## src/rtl/div_bin2bcd_seq.sv

```systemverilog
// div_bin2bcd_seq
//   Sequential binary-to-BCD converter (shift-and-add-3 / double dabble) that
//   sits behind the unsigned divider. One adjust or shift step per clock; a
//   conversion of an N-bit value takes 2N step cycles plus one DONE cycle.
//
// Ports
//   clk       rising-edge clock
//   reset_n   synchronous active-low reset
//   in_valid  conversion request (divider ready flag; may stay high 2 cycles)
//   bin_in    unsigned binary value, sampled only at accept
//   bcd_out   packed BCD result, digit 0 in [3:0]; updated after the DONE cycle
//   busy      high from the cycle after accept through the DONE cycle
//   done      one-cycle pulse in the DONE cycle
//   ovf       (only with BIN2BCD_OVF_EN) set when significant BCD bits were
//             lost because NDIG digits are too few; updates with bcd_out
//
// Optional feature macro: BIN2BCD_OVF_EN
module div_bin2bcd_seq #(
  parameter int N    = 8,
  parameter int NDIG = 3
) (
  input  logic              clk,
  input  logic              reset_n,
  input  logic              in_valid,
  input  logic [N-1:0]      bin_in,
  output logic [4*NDIG-1:0] bcd_out,
  output logic              busy,
  output logic              done
`ifdef BIN2BCD_OVF_EN
  ,
  output logic              ovf
`endif
);

  localparam int              CW       = $clog2(N) + 1;
  localparam logic [CW-1:0]   CNT_LAST = CW'(N - 1);

  typedef enum logic [1:0] {IDLE, ADJUST, SHIFT, DONE} state_e;

  state_e              state_q, state_d;
  logic                armed_q, armed_d;
  logic [N-1:0]        bin_q, bin_d;
  logic [4*NDIG-1:0]   bcd_q, bcd_d;
  logic [4*NDIG-1:0]   bcd_out_q, bcd_out_d;
  logic [CW-1:0]       cnt_q, cnt_d;
  logic                accept;
`ifdef BIN2BCD_OVF_EN
  logic                lost_q, lost_d;
  logic                ovf_q, ovf_d;
`endif

  // One conversion per ready burst: armed drops on accept and only
  // re-arms once in_valid has been seen low.
  assign accept = (state_q == IDLE) && in_valid && armed_q;

  always_comb begin
    state_d   = state_q;
    armed_d   = armed_q;
    bin_d     = bin_q;
    bcd_d     = bcd_q;
    bcd_out_d = bcd_out_q;
    cnt_d     = cnt_q;
`ifdef BIN2BCD_OVF_EN
    lost_d    = lost_q;
    ovf_d     = ovf_q;
`endif

    if (accept) begin
      armed_d = 1'b0;
    end else if (!in_valid) begin
      armed_d = 1'b1;
    end

    unique case (state_q)
      IDLE: begin
        if (accept) begin
          bin_d   = bin_in;
          bcd_d   = '0;
          cnt_d   = '0;
`ifdef BIN2BCD_OVF_EN
          lost_d  = 1'b0;
`endif
          state_d = ADJUST;
        end
      end
      ADJUST: begin
        for (int unsigned d = 0; d < NDIG; d++) begin
          if (bcd_q[4*d +: 4] >= 4'd5) begin
            bcd_d[4*d +: 4] = bcd_q[4*d +: 4] + 4'd3;
          end
        end
        state_d = SHIFT;
      end
      SHIFT: begin
        bcd_d = {bcd_q[4*NDIG-2:0], bin_q[N-1]};
        bin_d = {bin_q[N-2:0], 1'b0};
        cnt_d = cnt_q + 1'b1;
`ifdef BIN2BCD_OVF_EN
        if (bcd_q[4*NDIG-1]) begin
          lost_d = 1'b1;
        end
`endif
        state_d = (cnt_q == CNT_LAST) ? DONE : ADJUST;
      end
      DONE: begin
        bcd_out_d = bcd_q;
`ifdef BIN2BCD_OVF_EN
        ovf_d     = lost_q;
`endif
        state_d   = IDLE;
      end
      default: state_d = IDLE;
    endcase
  end

  always_ff @(posedge clk) begin
    if (!reset_n) begin
      state_q   <= IDLE;
      armed_q   <= 1'b1;
      bin_q     <= '0;
      bcd_q     <= '0;
      bcd_out_q <= '0;
      cnt_q     <= '0;
`ifdef BIN2BCD_OVF_EN
      lost_q    <= 1'b0;
      ovf_q     <= 1'b0;
`endif
    end else begin
      state_q   <= state_d;
      armed_q   <= armed_d;
      bin_q     <= bin_d;
      bcd_q     <= bcd_d;
      bcd_out_q <= bcd_out_d;
      cnt_q     <= cnt_d;
`ifdef BIN2BCD_OVF_EN
      lost_q    <= lost_d;
      ovf_q     <= ovf_d;
`endif
    end
  end

  // busy/done are pure state decodes, so they match a registered busy
  // that is set at accept and cleared at DONE.
  assign busy    = (state_q != IDLE);
  assign done    = (state_q == DONE);
  assign bcd_out = bcd_out_q;
`ifdef BIN2BCD_OVF_EN
  assign ovf     = ovf_q;
`endif

endmodule

```

## config.mk

```make
export PLATFORM = sky130hd
export DESIGN_NAME = div_bin2bcd_seq
export DESIGN_NICKNAME = d
export VERILOG_FILES = /design/src/rtl/div_bin2bcd_seq.sv
export SDC_FILE = /design/constraint.sdc
export NUM_CORES = 1
export LEC_CHECK = 0
export CAP_MARGIN = 20
export CORE_MARGIN = 8
export CORE_UTILIZATION = 43
export CTS_CLUSTER_SIZE = 25
export DETAILED_ROUTE_END_ITERATION = 8
export MAX_ROUTING_LAYER = met4
export SLEW_MARGIN = 40
export SYNTH_ARGS = -nofsm -noshare
export SYNTH_HDL_FRONTEND = slang
export SYNTH_SLANG_ARGS = --single-unit
```

## constraint.sdc

```tcl
create_clock -name clk -period 2.2 [get_ports clk]
set_clock_uncertainty 0.2 [all_clocks]
set_input_delay 0.55 -clock clk [delete_from_list [all_inputs] [get_ports clk]]
set_output_delay 0.55 -clock clk [all_outputs]
set_load 0.02 [all_outputs]
```

==> summary.md, run 1 <==
| Metric | Value |
|---|---|
| Status | `finished, final reports clean` |
| Fill cells | `451` |
| Leading area contributor after synthesis | `dfxtp_1` |
| Cells along the critical path | `inv_1 -> ha_1 -> inv_1 -> dlygate4sd2_1` |
| Synth Register Bits | `39` |
| Die span in y | `86.1 microns` |
| Crit path DAT | `1360 ps` |
| CP startpoint kind | `flip-flop` |
| Fraction of layout cells with a size suffix above 1 | `0.0766` |
| P_leak | `0.967 nW` |
| Met1 GRT Util | `0.159` |
| Ant diodes | `0` |
| Slew of the pin with the lowest slew margin | `475 ps` |
| Die Wd | `between 80 and 90 microns` |
| Vias after detailed routing | `1721` |
| Syn_area_per_cell | `9.06 sq um` |
| CP Max Fanout | `5` |
| DRT iter0 DRCs | `118` |
| Final Setup Violations | `0` |
| IO Pins | `25` |
| Syn Std Cell Area | `2110 sq um` |
| Max incr delay on CP | `roughly 350 ps` |
| Synth Instances | `233` |
| YS warnings | `0` |
| Area contributors post-synth | `dfxtp_1, mux2i_1, ha_1, nor2b_1, nand2_1` |
| Initial antenna violation count | `0` |
| Setup TNS Final | `0 ps` |
| Max-cap violations | `0` |
| Fin crit share | `0.959` |
| First-pass GRT wire length | `7.73 mm` |
| FP Rows | `25` |
| Final hold vios | `0` |
| CTS tree | `done` |
| ANT nets after route | `0` |
| Grt total ovfl | `0` |
| CP Capture Type | `output pin` |
| Synth Flop Type | `dfxtp_1` |
| Clock slew at reported path FFs | `70 ps` |
| Post-DP HPWL | `approximately 3.0 mm` |
| Buffer levels on the longest clock path | `2` |
| Post-route DRC | `0` |
| RD Place Congestion | `0.812` |
| Top post-synthesis cells by count | `dfxtp_1, nand2_1, mux2i_1` |
| Max_slew headroom | `0.683` |
| Drt via density | `5.25` |
| Global routing usage on met2 | `0.204` |
| Family with the most delay on the worst path | `buffers and inverters` |
| Overall power | `0.00210 W` |
| Final Util | `0.542` |
| CTS buffer count | `5` |
| Total track usage | `0.131` |
| Final Net Count | `283` |
| Wire per inst | `13.6 microns` |
| Area share of the largest cell type after synthesis | `0.370` |
| Core box area | `around 4700 sq um` |
| Hold Path Class | `reg -> reg` |
| Grt peak-use layer | `met2` |
| Maximum clock rate | `474 MHz` |
| Count leader, synth | `dfxtp_1` |
| Clk root buf | `clkbuf_8` |
| Initial Util | `0.447` |
| Port bufs | `24` |
| Routed wire length | `4.46 mm` |
| Final Max Tran Viols | `0` |
| Met3 Track Usage GR | `0.0353` |
| Syn Nets | `256` |
| DIE AREA | `7410 sq um` |
| Register area share after synthesis | `0.370` |
| CTS Hold Buffers Added | `0` |
| Synth unique cells | `36` |
| EDFF count, synth | `0` |
| Sinks on Clock Net | `39` |
| CP most frequent cell | `inv_1` |
| Area grow syn2layout | `21.3%` |
| Area occupied by multi-input gates | `between 1000 and 1500 sq um` |
| Min Tclk post-route | `between 2000 and 2500 ps` |
| DR pass1 iterations | `4` |
| Vias in the first global route | `1658` |
| Fraction of registers with async set/reset | `0` |
| Power Density | `between 800 and 900 nW/um^2` |
| CP required | `1450 ps` |
| Reg area | `781 sq um` |
| Largest net degree at the start of global routing | `43` |
| RSZ-0062 raised after global routing | `false` |
| Slowest CP cell | `dfxtp_1` |
| CTS H-tree depth | `2` |
| Skew-Pair Late Insertion Delay | `300 ps` |
| Buf+Inv Stages, Crit Path | `3` |
| Max IR drop VDD | `530 uV` |
| WS Path Type | `reg -> out` |
-- final timing paths --
check / startpoint / slack, ps / endpoint / cells past startpoint
worst max-delay path: state_q[1]$_SDFFE_PN0P_ / 90 / busy / 4
worst min-delay path: bin_q[0]$_SDFFE_PN0P_ / 270 / bin_q[0]$_SDFFE_PN0P_ / 2
worst max register to register: state_q[1]$_SDFFE_PN0P_ / 240 / bcd_q[7]$_SDFFE_PN0P_ / 7
worst min register to register: bin_q[0]$_SDFFE_PN0P_ / 270 / bin_q[0]$_SDFFE_PN0P_ / 2
-- state kept, by name, indices dropped and copies added (netlist names) --
signal,count
state_q,2
bcd_out,12
bin_q,8
cnt_q,4
bcd_q,12
armed_q,1
-- worst register-to-register path: cells and delay by family, from the launching register on --
family          cells  cell delay (ps)
flops               1              350
compound gates      3              710
simple gates        1              130
buf+inv             2              270
fa+ha+maj           1              220
-- final cells by class --
type	count	area share
multi-input combinational	169	0.475
inverter	12	0.0176
clock buffer	6	0.0322
clock inverter	2	0.0137
sequential	39	0.305
timing repair buffer	33	0.124
tap	67	0.0327
-- timing repair --
item                       in CTS  in global routing
setup endpoints to repair       2                  2
gates resized for setup         2                  1
buffers inserted                0                  0
pin swaps                       0                  0
-- routing by layer --
layer,wire length [microns],share of wire
met2,2060,0.46
met5,0,0
met3,180,0.040
met4,53,0.012
met1,2170,0.49
-- through the flow --
step                hold WS [ps]  cells  cell area [sq um]  worst slack [ps]
detailed placement           259    320               2440              45.0
floorplan                    241    233               2110               430
global route                 316    328               2560              1.52
finish                       268    328               2560              91.1
global placement             257    320               2440              77.0
CTS                          270    328               2550              66.4
-- logic make-up (layout without fill, tap and decap cells) --
kind of cell,after synthesis,count (layout),synth area share
XOR/XNOR,3,3,0.0124
AO/OA/AOI/OAI,68,68,0.227
adder cells (fa/ha/maj),12,12,0.0711
buffers and inverters,25,53,0.0586
flip-flops,39,39,0.370
AND/OR/NAND/NOR,67,67,0.171
multiplexers,19,19,0.0900
-- report_power, final --
group | internal [W] | total (W) | leakage (nW) | switching (W)
registers | 0.000761 | 0.000804 | 0.317 | 0.0000432
logic | 0.000263 | 0.000663 | 0.590 | 0.000400
clock network | 0.000367 | 0.000629 | 0.0612 | 0.000262
-- cells in the final DEF (no fill, tap or decap), types with 4 or more instances in the layout --
| cell type | count |
|---|---|
| dfxtp_1 | 39 |
| nand2_1 | 22 |
| clkdlybuf4s50_1 | 22 |
| mux2i_1 | 19 |
| nor2b_1 | 15 |
| o21ai_0 | 13 |
| inv_1 | 12 |
| nand4_1 | 12 |
| ha_1 | 12 |
| o21ai_1 | 10 |
| a21boi_1 | 10 |
| o211a_1 | 8 |
| buf_4 | 8 |
| nand2b_1 | 6 |
| clkbuf_8 | 6 |
| a21oi_1 | 4 |
| nor2_1 | 4 |
| a32oi_1 | 4 |
Note: power is estimated with default switching activity, not from simulation.
==> run 2, diff against run 1 <==
--- a/config.mk
+++ b/config.mk
@@ -11,7 +11,7 @@
 export CTS_CLUSTER_SIZE = 25
 export DETAILED_ROUTE_END_ITERATION = 8
 export MAX_ROUTING_LAYER = met4
-export SLEW_MARGIN = 40
+export PLACE_DENSITY = 0.68
 export SYNTH_ARGS = -nofsm -noshare
 export SYNTH_HDL_FRONTEND = slang
 export SYNTH_SLANG_ARGS = --single-unit
==> summary.md, run 2 (synthesis results as in run 1) <==
| Metric | Value |
|---|---|
| Status | `finished, final reports clean` |
| Sw Share | `0.353 (+0.0170)` |
| Psw | `0.000684 W (-2.9%)` |
| Commonest cells after routing, fill and taps aside | `dfxtp_1, nand2_1, clkdlybuf4s50_1, mux2i_1, nor2b_1` |
| Clock power frac | `0.243 (-0.057)` |
| Max-cap violations | `0 (unchanged)` |
| CTS H-tree depth | `2 (unchanged)` |
| Wire per inst | `13.1 microns (-3.4%)` |
| Max incr delay on CP | `360 ps (about the same)` |
| P_leak | `0.951 nW (-1.7%)` |
| Int Power | `0.00125 W (-9.9%)` |
| Port bufs | `24 (unchanged)` |
| Ant diodes | `0 (unchanged)` |
| Fraction of layout cells with a size suffix above 1 | `0.0690 (-0.00766)` |
| First-pass GRT wire length | `7.40 mm (-4.2%)` |
| Max IR drop VDD | `440 uV (-17%)` |
| CP Capture Type | `output pin` |
| Grt total ovfl | `0 (unchanged)` |
| Vias after detailed routing | `1724 (+0.17%)` |
| Setup TNS Final | `0 ps (unchanged)` |
| Fin crit share | `0.954 (-0.00417)` |
| Hold Slack | `271 ps (+3.01 ps)` |
| Commonest non-fill, non-tap cell in the layout | `dfxtp_1` |
| Min Tclk post-route | `2100 ps (-9.17 ps)` |
| Maximum clock rate | `476 MHz (+0.44%)` |
| Final std cells w/o fill | `328 (unchanged)` |
| ANT nets after route | `0 (unchanged)` |
| CP startpoint kind | `flip-flop` |
| Slew of the pin with the lowest slew margin | `683 ps (+208 ps)` |
| Die Wd | `86.1 microns (unchanged)` |
| Clk root buf | `clkbuf_8` |
| # placed instances | `320 (unchanged)` |
| Area grow syn2layout | `19.7%` |
| Seq pwr share | `0.415 (+0.031)` |
| Final hold vios | `0 (unchanged)` |
| Initial antenna violation count | `0 (unchanged)` |
| Final Max Tran Viols | `0 (unchanged)` |
| CP Max Fanout | `5 (unchanged)` |
| WS Path Type | `reg -> out` |
| Post-route DRC | `0 (unchanged)` |
| Slowest CP cell | `dfxtp_1` |
| Drt via density | `5.26 (+0.17%)` |
| DR pass1 iterations | `4 (unchanged)` |
| CP required | `1450 ps (about the same)` |
| Total track usage | `0.124 (-0.00702)` |
| Hold Path Class | `reg -> reg` |
| Initial Util | `0.447 (unchanged)` |
| IO Pins | `25 (unchanged)` |
| Post-DP HPWL | `3.01 mm (-0.85%)` |
| CP most frequent cell | `inv_1` |
| Final Net Count | `283 (unchanged)` |
| DRT iter0 DRCs | `138 (+17%)` |
| Die span in y | `86.1 microns (unchanged)` |
| Routed wire length | `4.31 mm (-3.4%)` |
| Final Setup Violations | `0 (unchanged)` |
| Clock slew at reported path FFs | `70 ps (about the same)` |
| Cells along the critical path | `inv_1 -> ha_1 -> inv_1 -> dlygate4sd2_1` |
| Power Density | `766 nW/um^2 (-6.3%)` |
| DIE AREA | `7410 sq um (unchanged)` |
| RD Place Congestion | `0.771 (-5.0%)` |
| Buffer levels on the longest clock path | `2 (unchanged)` |
| Sinks on Clock Net | `39 (unchanged)` |
| Skew-Pair Late Insertion Delay | `290 ps (about the same)` |
| Max_slew headroom | `0.542 (-0.141)` |
| Core box area | `4720 sq um (unchanged)` |
| Crit path DAT | `1350 ps (about the same)` |
| RSZ-0062 raised after global routing | `false` |
| Combinational share of power | `0.342 (+0.026)` |
| Vias in the first global route | `1665 (+0.42%)` |
| CTS buffer count | `5 (unchanged)` |
| CTS tree | `done` |
| Largest net degree at the start of global routing | `43 (unchanged)` |
| FP Rows | `25 (unchanged)` |
run 2: routing by layer:
| layer | wire length (microns) | GRT usage | vias to the layer above | share of wire |
|---|---|---|---|---|
| li1 | - | - | 882 | - |
| met1 | 2080 | 0.140 | 808 | 0.48 |
| met2 | 2030 | 0.210 | 27 | 0.47 |
| met3 | 157 | 0.0296 | 7 | 0.036 |
| met4 | 46 | 0.0398 | 0 | 0.011 |
| met5 | 0 | - | - | 0 |
run 2: metrics by stage:
| stage | utilization | worst slack [ps] | power (W) | area [sq um] |
|---|---|---|---|---|
| floorplan | - | 430 | 0.00131 | 2110 |
| global placement | 0.519 | 67.3 | 0.00148 | 2450 |
| detailed placement | 0.519 | 1.16 | 0.00149 | 2450 |
| CTS | 0.535 | 85.1 | 0.00195 | 2530 |
| global route | 0.535 | 31.2 | 0.00205 | 2530 |
| finish | 0.535 | 100 | 0.00194 | 2530 |
run 2: worst paths after layout:
check | startpoint | endpoint | slack (ps) | cells after the start
setup / recovery | state_q[1]$_SDFFE_PN0P_ | busy | 100 | 4
hold / removal | bin_q[0]$_SDFFE_PN0P_ | bin_q[0]$_SDFFE_PN0P_ | 270 | 2
setup reg to reg | state_q[1]$_SDFFE_PN0P_ | bcd_q[2]$_SDFFE_PN0P_ | 130 | 6
hold reg to reg | bin_q[0]$_SDFFE_PN0P_ | bin_q[0]$_SDFFE_PN0P_ | 270 | 2
run 2: repair_timing:
action	4_1_cts	5_1_grt
hold buffers	0	0
resized for setup	2	0
buffers inserted	0	0
endpoints found under the setup margin	2	0
run 2: worst max-delay path: cells and delay by family (launching register included):
| kind | cells | cell delay [ps] |
|---|---|---|
| flops | 1 | 360 |
| fa+ha+maj | 1 | 220 |
| buf+inv | 3 | 470 |
run 2: power by group through the flow:
stage	Sequential (W)	Combinational [W]	Clock, W
detailed placement	0.000821	0.000668	0
global route	0.000812	0.000727	0.000511
global placement	0.000819	0.000660	0
finish	0.000804	0.000663	0.000471
CTS	0.000804	0.000665	0.000478
floorplan	0.000813	0.000498	0
run 2: layout make-up:
class | instances | area, sq um
Clock buffer | 7 | 76.3
Clock inverter | 1 | 5.00
Fill cell | 476 | 2190
Inverter | 12 | 45.0
Multi-Input combinational cell | 169 | 1210
Sequential cell | 39 | 781
Tap cell | 67 | 83.8
Timing Repair Buffer | 33 | 330
